File: config.mk
export PLATFORM = sky130hd
export DESIGN_NAME = regwb_arbiter
export DESIGN_NICKNAME = d
export VERILOG_FILES = /design/src/rtl/regwb_arbiter.sv
export SDC_FILE = /design/constraint.sdc
export NUM_CORES = 1
export LEC_CHECK = 0
export ABC_AREA = 1
export ABC_CLOCK_PERIOD_IN_PS = 1600
export CAP_MARGIN = 40
export CORE_MARGIN = 4
export CORE_UTILIZATION = 50
export CTS_CLUSTER_SIZE = 16
export DETAILED_ROUTE_END_ITERATION = 12
export DONT_BUFFER_PORTS = 1
export SKIP_CTS_REPAIR_TIMING = 1
export SLEW_MARGIN = 20
export SYNTH_ARGS = -nofsm -noshare
export SYNTH_HDL_FRONTEND = slang
export SYNTH_SLANG_ARGS = --single-unit
File: constraint.sdc
create_clock -name WBA_clk -period 1.6 [get_ports WBA_clk]
set_clock_uncertainty 0.05 [all_clocks]
set_input_delay 0.32 -clock WBA_clk [delete_from_list [all_inputs] [get_ports WBA_clk]]
set_output_delay 0.32 -clock WBA_clk [all_outputs]
set_load 0.01 [all_outputs]
File: src/rtl/regwb_arbiter.sv
// Write-back arbiter for the MIPS register file. It shares the single write port between
// two requesters round-robin and keeps a pending-write scoreboard for read-hazard detection.
module regwb_arbiter #(
  parameter int DATA_W = 32,
  parameter int ADDR_W = 5,
  parameter int CNT_W  = 16
) (
  input  logic                   WBA_clk,
  input  logic                   WBA_rst,
  input  logic                   WBA_a_valid,
  output logic                   WBA_a_ready,
  input  logic [ADDR_W-1:0]      WBA_a_addr,
  input  logic [DATA_W-1:0]      WBA_a_data,
  input  logic                   WBA_b_valid,
  output logic                   WBA_b_ready,
  input  logic [ADDR_W-1:0]      WBA_b_addr,
  input  logic [DATA_W-1:0]      WBA_b_data,
  input  logic                   WBA_rsv_en,
  input  logic [ADDR_W-1:0]      WBA_rsv_addr,
  input  logic [ADDR_W-1:0]      WBA_rd_addr1,
  input  logic [ADDR_W-1:0]      WBA_rd_addr2,
  output logic                   WBA_busy1,
  output logic                   WBA_busy2,
  output logic                   WBA_wr_en,
  output logic [ADDR_W-1:0]      WBA_wr_addr,
  output logic [DATA_W-1:0]      WBA_wr_data,
  output logic [(2**ADDR_W)-1:0] WBA_pending,
  output logic [CNT_W-1:0]       WBA_conflict_cnt
);

  typedef enum logic {GNT_A, GNT_B} gnt_e;

  gnt_e                   last_gnt;
  logic                   contended;
  logic                   take_a;
  logic                   take_b;
  logic [(2**ADDR_W)-1:0] pending_nxt;

  assign contended = WBA_a_valid & WBA_b_valid;

  // NOTE: every always_comb output gets a default first, so no path can infer a latch.
  always_comb begin
    take_a = 1'b0;
    take_b = 1'b0;
    if (!WBA_rst) begin
      if (contended) begin
        take_a = (last_gnt == GNT_B);
        take_b = (last_gnt == GNT_A);
      end else begin
        take_a = WBA_a_valid;
        take_b = WBA_b_valid;
      end
    end
  end

  assign WBA_a_ready = take_a;
  assign WBA_b_ready = take_b;

  // The set is applied after the clear, so a younger reservation owns the register.
  always_comb begin
    pending_nxt = WBA_pending;
    if (WBA_wr_en) pending_nxt[WBA_wr_addr] = 1'b0;
    if (WBA_rsv_en) pending_nxt[WBA_rsv_addr] = 1'b1;
    pending_nxt[0] = 1'b0;
  end

  assign WBA_busy1 = WBA_pending[WBA_rd_addr1];
  assign WBA_busy2 = WBA_pending[WBA_rd_addr2];

  // NOTE: sequential state uses non-blocking assignments only; blocking here would race readers.
  always_ff @(posedge WBA_clk) begin
    if (WBA_rst) begin
      last_gnt         <= GNT_B;
      WBA_wr_en        <= 1'b0;
      WBA_wr_addr      <= '0;
      WBA_wr_data      <= '0;
      WBA_pending      <= '0;
      WBA_conflict_cnt <= '0;
    end else begin
      if (contended) last_gnt <= take_a ? GNT_A : GNT_B;
      // Writes to $0 are accepted but never reach the register file.
      WBA_wr_en <= (take_a && (WBA_a_addr != '0)) || (take_b && (WBA_b_addr != '0));
      if (take_a) begin
        WBA_wr_addr <= WBA_a_addr;
        WBA_wr_data <= WBA_a_data;
      end else if (take_b) begin
        WBA_wr_addr <= WBA_b_addr;
        WBA_wr_data <= WBA_b_data;
      end
      WBA_pending <= pending_nxt;
      if (contended && (WBA_conflict_cnt != '1))
        WBA_conflict_cnt <= WBA_conflict_cnt + CNT_W'(1);
    end
  end

endmodule

[Word level (Yosys, flattened, before mapping)]
Cells that the tools add are included.
Cells by class
  add/sub/neg operators: 1
  $lt $le $gt $ge: 6
  equality and inequality tests: 1
  muxes and demuxes: 19
  bitwise gates (word level): 5
  reduce and logical (&&, ||, !) cells: 9
Operator list (number)
  $mux W32: 4
  $and A32 B32 Y32: 1
  $not A32 Y32: 1
  $or A32 B32 Y32: 1
  $lt A5 B6 Y1 const B: 4
  $add A16 B1 Y16 const B: 1
  $ne A16 B16 Y1 const B: 1
  $bmux W1 S5: 2
  $demux W1 S5: 2
  $ge A5 B1 Y1 const B: 2
  $mux W5: 2
  $reduce_bool A5 Y1: 2
  $mux W1: 9
  $logic_and A1 B1 Y1: 5
  $reduce_bool A2 Y1: 1
  $and A1 B1 Y1: 1
  $logic_or A1 B1 Y1: 1
  $not A1 Y1: 1
Storage, ports and cells
  register bits: 87
  input bits: 94
  output and inout port bits: 90

[Depth between registers and ports, before layout]
Gate-level depths: netlist of the first run.
  word-level depth: 9
  mapped depth: 11
  gate-level depth less buffers: 10

[Worst setup path after synthesis of the first run]
Ideal clock, no wire load.
  path kind: input-to-output
  from: input port WBA_rd_addr1[0]
  to: output port WBA_busy1
  arrival: 1.167 ns
  required time: 1.230 ns
  setup slack: 0.063 ns
  cell stages on the path: 11
  path buffers: 2
  cells stage by stage: buf_2 > inv_2 > buf_2 > nand2_1 > nand3_1 > nand3_1 > nand2_1 > nand2_1 > nand2_1 > nand2_1 > nand2_1
On the way
  cells in the longest elaborated chain, start to end: 2
Ends and longest elaborated chain
  from (decl): line 20  | input logic [ADDR_W-1:0] WBA_rd_addr1,
  $bmux W1 S5: line 67  | assign WBA_busy1 = WBA_pending[WBA_rd_addr1];
  $mux W1 (implied by the code): line 67
  to (decl): line 22  | output logic WBA_busy1,
Every way passes these cells. The select of a mux whose other input is x is not followed.

[Worst setup path after layout of the first run]
  from: register WBA_pending[30]
  to: output port WBA_busy1
On the way
  cells in the longest elaborated chain, start to end: 2
Ends and longest elaborated chain
  from (decl): line 27  | output logic [(2**ADDR_W)-1:0] WBA_pending,
  from (signal assigned): line 90  | WBA_pending <= pending_nxt;
  $bmux W1 S5: line 67
  $mux W1 (implied by the code): line 67
Every way passes these cells. The select of a mux whose other input is x is not followed.

==> results.json, run 1 <==
{
  "grt_max_degree": 52,
  "yosysTopAreaCell": "dfxtp_1",
  "synth_edf_count": 0,
  "antennaDiodeCount": 0,
  "critPathLaunchType": "register",
  "yosysMostFrequentCell": "nand2_1",
  "violations": "negative setup slack",
  "dp_hpwl_microns": 10800,
  "placementRows": 35,
  "cts_root_buf": "clkbuf_8",
  "maxSlewViolCount": 0,
  "design.core.area_sq_mm": 0.00920,
  "die_width_microns": 105,
  "clkLatencyLatePin_ns": 0.36,
  "gp_congestion": 0.893,
  "setup_viol": 2,
  "synth_seq_cells": 86,
  "required_ns": 1.23,
  "p_per_area_mw_per_mm2": 837,
  "fp.dieH_microns": 105,
  "synth.top_cell.area_share": 0.366,
  "cts_sinks": 86,
  "grt_pass1_vias": 4477,
  "cp.arrival_ns": 1.31,
  "via_count": 4892,
  "io_pins": 184,
  "synth_area_leaders": "dfxtp_1 (37%), nand2_1 (19%), nand3_1 (11%)",
  "synth_nets": 818,
  "grt_pass1_wl_microns": 22800,
  "setup_slack_ns": -0.0763,
  "syn_avg_cell_area_sq_um": 6.51,
  "dp_slack_ns": -0.0557,
  "fmax_ghz": 0.597,
  "utilization": 0.595,
  "antenna_found_initial": 0,
  "cap_violations": 0,
  "die_area_sq_mm": 0.0110,
  "htreeDepth": 3,
  "wl_per_cell_microns": 16.4,
  "ys_warn_count": 0,
  "clk_pin_slew_ns": 0.09,
  "area_growth_pct": 16.4,
  "routed_via_density": 5.59,
  "initial_utilization": 0.511,
  "yosysUniqueCellTypes": 35,
  "final_layout_size_suffix_gt1_frac": 0.190,
  "cts_inserted_buffers": 9,
  "crit_path_end_kind": "primary output",
  "p_leak_nw": 2.41,
  "drc_errors": 0,
  "synth-seq-area-share": 0.366,
  "cts_tree": "built",
  "port_buffers": 0,
  "syn_inst": 723,
  "final_nets": 854,
  "worst_slew_pin_slew_ns": 0.563,
  "relSlewSlack": 0.622,
  "wl_microns": 14400,
  "peakVddDrop_mv": 0.422,
  "synthTopCellsByCount": "nand2_1 (236), nand3_1 (99), dfxtp_1 (86)",
  "fin_crit_sh": 1.05,
  "globalRouteOverflowTotal": 0,
  "cts_buffer_depth": 2,
  "netlist_area_sq_mm": 0.00470,
  "synthFlopType": "dfxtp_1",
  "status": "complete, but fails checks",
  "fin_crit_ns": 1.68,
  "holdCritPathClass": "input pin to register",
  "grtUsageTotal": 0.254,
  "first_pass_iters": 5,
  "finalHoldViolations": 0,
  "crit_fanout": 4,
  "rsz0062_at_grt": "yes",
  "synthArstFlopShare": 0,
  "crit_type": "register to primary output",
  "power_w": 0.00458,
  "initialDrtViolationCount": 360,
  "antenna_left": 0
}
## registers in the layout, indices dropped and copies added, names as in the netlist
name              flops
WBA_wr_data          32
WBA_pending          31
WBA_conflict_cnt     16
WBA_wr_addr           5
WBA_wr_en             1
last_gnt              1
## layer usage
metal	part of all wire	global-route usage	vias up	wire, microns
met2	0.45	0.391	227	6490
met3	0.098	0.0852	28	1410
met4	0.023	0.0853	0	326
met1	0.43	0.332	2202	6140
li1	-	-	2435	-
met5	0	0	-	0
## final cells by class
class,instances,area (sq um)
clock buffers,11,131
clock inverters,5,82.6
fillers,920,3720
inverters,81,313
multi-input cells,525,2560
flip-flops and latches,86,1780
well taps,111,139
repair buffers,56,465
## final timing paths
| kind | end | start | depth (start not counted) | slack, ns |
|---|---|---|---|---|
| max | WBA_busy1 | WBA_pending[30] | 8 | -0.08 |
| max reg2reg | WBA_conflict_cnt[1] | WBA_conflict_cnt[0] | 8 | 0.13 |
| min reg2reg | last_gnt | last_gnt | 2 | 0.46 |
| min | WBA_wr_data[19] | WBA_a_data[19] | 2 | 0.06 |
## layout by cell type (no fill, tap or decap), types with 10 or more instances in the layout
master / n
nand3_1: 97
nand2_1: 232
buf_4: 53
nor2_1: 26
a21oi_2: 10
o211ai_1: 29
dfxtp_1: 58
dfxtp_2: 17
o21ai_0: 40
inv_1: 70
a21oi_1: 33
dfxtp_4: 11
## kinds of logic after synthesis
family | after synthesis | share of synthesized area
buffers and inverters | 113 | 0.103
XOR/XNOR | 6 | 0.0112
other | 1 | 0.000797
AND/OR/NAND/NOR | 395 | 0.363
adder cells (fa/ha/maj) | 1 | 0.00266
flip-flops | 86 | 0.366
AO/OA/AOI/OAI | 121 | 0.154
## metrics by stage
stage / hold slack, ns / TNS (ns) / cells / cell area [sq um]
6_report: 0.0627 / -0.131 / 875 / 5470
5_1_grt: 0.0409 / -0.392 / 875 / 5470
4_1_cts: -0.0555 / -0.951 / 865 / 5260
3_5_place_dp: 0.340 / -0.282 / 849 / 5040
3_3_place_gp: 0.339 / -0.0348 / 849 / 5040
2_1_floorplan: 0.411 / 0 / 723 / 4700
## critical path, stage by stage, from the launching register on
cell     delay, ns
dfxtp_2       0.37
nand2_1       0.06
nand3_1       0.07
nand3_1       0.09
nand2_1       0.11
nand2_1       0.06
nand2_1       0.05
nand2_1       0.05
nand2_2       0.09
## power breakdown
part | total (W) | internal, W | switching, W
Combinational | 0.000576 | 0.000217 | 0.000359
Sequential | 0.00234 | 0.00222 | 0.000122
Clock | 0.00167 | 0.000887 | 0.000782
Total | 0.00458 | 0.00332 | 0.00126
No activity file was read; power rests on OpenSTA's default activity.
==> run 2, diff against run 1 <==
--- a/config.mk
+++ b/config.mk
@@ -8,8 +8,8 @@
 export ABC_AREA = 1
 export ABC_CLOCK_PERIOD_IN_PS = 1600
 export CAP_MARGIN = 40
-export CORE_MARGIN = 4
-export CORE_UTILIZATION = 50
+export CORE_UTILIZATION = 48
+export CTS_CLUSTER_DIAMETER = 40
 export CTS_CLUSTER_SIZE = 16
 export DETAILED_ROUTE_END_ITERATION = 12
 export DONT_BUFFER_PORTS = 1
==> run 2 against run 1 <==
Compared with the run above:
- combinational power down 2%
- total power down 6.3%
- routed wire length down 0.72%
- critical path type unchanged
- core utilization down 1.3 points
- the flow still finishes with violations (negative setup slack)
==> results.json, run 2 (synthesis gave the netlist of run 1 again) <==
{
  "cts_sinks": 86,
  "final_layout_size_suffix_gt1_frac": 0.208,
  "die_width_microns": 101,
  "fp.dieH_microns": 101,
  "crit_path_end_kind": "primary output",
  "p_leak_nw": 2.38,
  "area_growth_pct": 16.0,
  "fin_area_sq_mm": 0.00545,
  "holdCritPathClass": "input pin to register",
  "p_int_w": 0.00300,
  "grt_pass1_vias": 4625,
  "peakVddDrop_mv": 0.463,
  "htreeDepth": 3,
  "cpMostUsedCell": "nand2_1",
  "max_stage_delay_ns": 0.40,
  "via_count": 4886,
  "antennaDiodeCount": 0,
  "clk_pin_slew_ns": 0.09,
  "critPathLaunchType": "register",
  "antenna_left": 0,
  "first_pass_iters": 5,
  "worst_slew_pin_slew_ns": 0.621,
  "grtUsageTotal": 0.281,
  "cap_violations": 0,
  "cts_tree": "built",
  "fmax_ghz": 0.596,
  "gp_congestion": 0.943,
  "final_nets": 848,
  "io_pins": 184,
  "routed_via_density": 5.51,
  "drc_errors": 0,
  "placementRows": 35,
  "cts_root_buf": "clkbuf_8",
  "initial_utilization": 0.502,
  "rsz0062_at_grt": "yes",
  "cts_inserted_buffers": 9,
  "status": "complete, but fails checks",
  "fin_crit_sh": 1.05,
  "clkLatencyLatePin_ns": 0.36,
  "seqPwrFrac": 0.543,
  "setup_slack_ns": -0.0765,
  "placed_area_sq_mm": 0.00507,
  "relSlewSlack": 0.583,
  "fillers": 933,
  "reg_top3": "WBA_wr_data x32, WBA_pending x31, WBA_conflict_cnt x16",
  "antenna_found_initial": 0,
  "globalRouteOverflowTotal": 0,
  "dp_hpwl_microns": 10700,
  "die_area_sq_mm": 0.0102,
  "wl_per_cell_microns": 16.1,
  "regMostFlops": "WBA_wr_data",
  "maxSlewViolCount": 0,
  "p_per_area_mw_per_mm2": 787,
  "grt_pass1_wl_microns": 22400,
  "pwr-share-clk": 0.326,
  "final_cell_mix": "nand2_1 (229), nand3_1 (92), inv_1 (67), dfxtp_1 (51), buf_4 (48)",
  "setup_viol": 2,
  "crit_type": "register to primary output",
  "finalHoldViolations": 0,
  "power_w": 0.00429,
  "initialDrtViolationCount": 295,
  "design.core.area_sq_mm": 0.00937,
  "layout_commonest_cell": "nand2_1",
  "p_sw_w": 0.00130,
  "grt_max_degree": 50,
  "violations": "negative setup slack",
  "cts_buffer_depth": 2,
  "largest_register_ff_count": 32,
  "path_cells": "nand2_1, nand3_1, nand3_1, nand2_1, nand2_1, nand2_1, nand2_1, nand2_2",
  "combinationalPowerShare": 0.131,
  "p_sw_frac": 0.302,
  "dp_slack_ns": 0.0736,
  "port_buffers": 0,
  "wl_microns": 14300,
  "fin_crit_ns": 1.68,
  "required_ns": 1.23,
  "crit_fanout": 4,
  "cp.arrival_ns": 1.31,
  "critPathSlowestCell": "dfxtp_4"
}
## run 2: cell count changes in the layout (fill, tap and decap cells not counted), moves of 5 or more
cell	before	now
dfxtp_1	58	51
nand3_1	97	92
nand3_2	4	9
buf_4	53	48
nor2_4	5	0
dfxtp_4	11	17
## run 2: worst max-delay path: cells and delay by family, from the launching register on
kind	cells	cell delay, ns
DFF	1	0.40
and+or+nand+nor	8	0.54
## run 2: per-stage QoR
stage                     setup TNS [ns]  hold slack [ns]   util  cells
after floorplan                        0            0.411      -    723
final                             -0.145           0.0502  0.582    887
after global placement                 0            0.337  0.541    867
after global routing              -0.382           0.0440  0.582    887
after detailed placement               0            0.337  0.541    867
after CTS                         -0.584          -0.0548  0.559    883
## run 2: final timing paths
| kind | end | startpoint | cells past startpoint | slack [ns] |
|---|---|---|---|---|
| max reg2reg | WBA_conflict_cnt[1] | WBA_conflict_cnt[0] | 9 | 0.09 |
| max | WBA_busy1 | WBA_pending[15] | 8 | -0.08 |
| min | WBA_wr_data[15] | WBA_a_data[15] | 2 | 0.05 |
| min reg2reg | last_gnt | last_gnt | 2 | 0.46 |
## run 2: metal layers
| layer | track usage | up-vias | wire length, microns |
|---|---|---|---|
| li1 | - | 2414 | - |
| met1 | 0.341 | 2198 | 5900 |
| met2 | 0.464 | 230 | 6630 |
| met3 | 0.0728 | 44 | 1270 |
| met4 | 0.129 | 0 | 473 |
| met5 | 0 | - | 0 |
## run 2: final cells by class
| class | instances | area, sq um | share of cell area |
|---|---|---|---|
| Sequential cell | 86 | 1810 | 0.331 |
| Multi-Input combinational cell | 524 | 2570 | 0.471 |
| Timing Repair Buffer | 51 | 428 | 0.0785 |
| Clock buffer | 10 | 128 | 0.0234 |
| Tap cell | 129 | 161 | 0.0296 |
| Inverter | 81 | 313 | 0.0574 |
| Clock inverter | 6 | 47.5 | 0.00872 |
## run 2: power by group through the flow
stage | combinational (W) | sequential, W | clock [W]
floorplan | 0.000430 | 0.00238 | 0
global placement | 0.000495 | 0.00240 | 0
detailed placement | 0.000513 | 0.00240 | 0
CTS | 0.000514 | 0.00235 | 0.00143
global route | 0.000639 | 0.00234 | 0.00155
finish | 0.000563 | 0.00233 | 0.00140
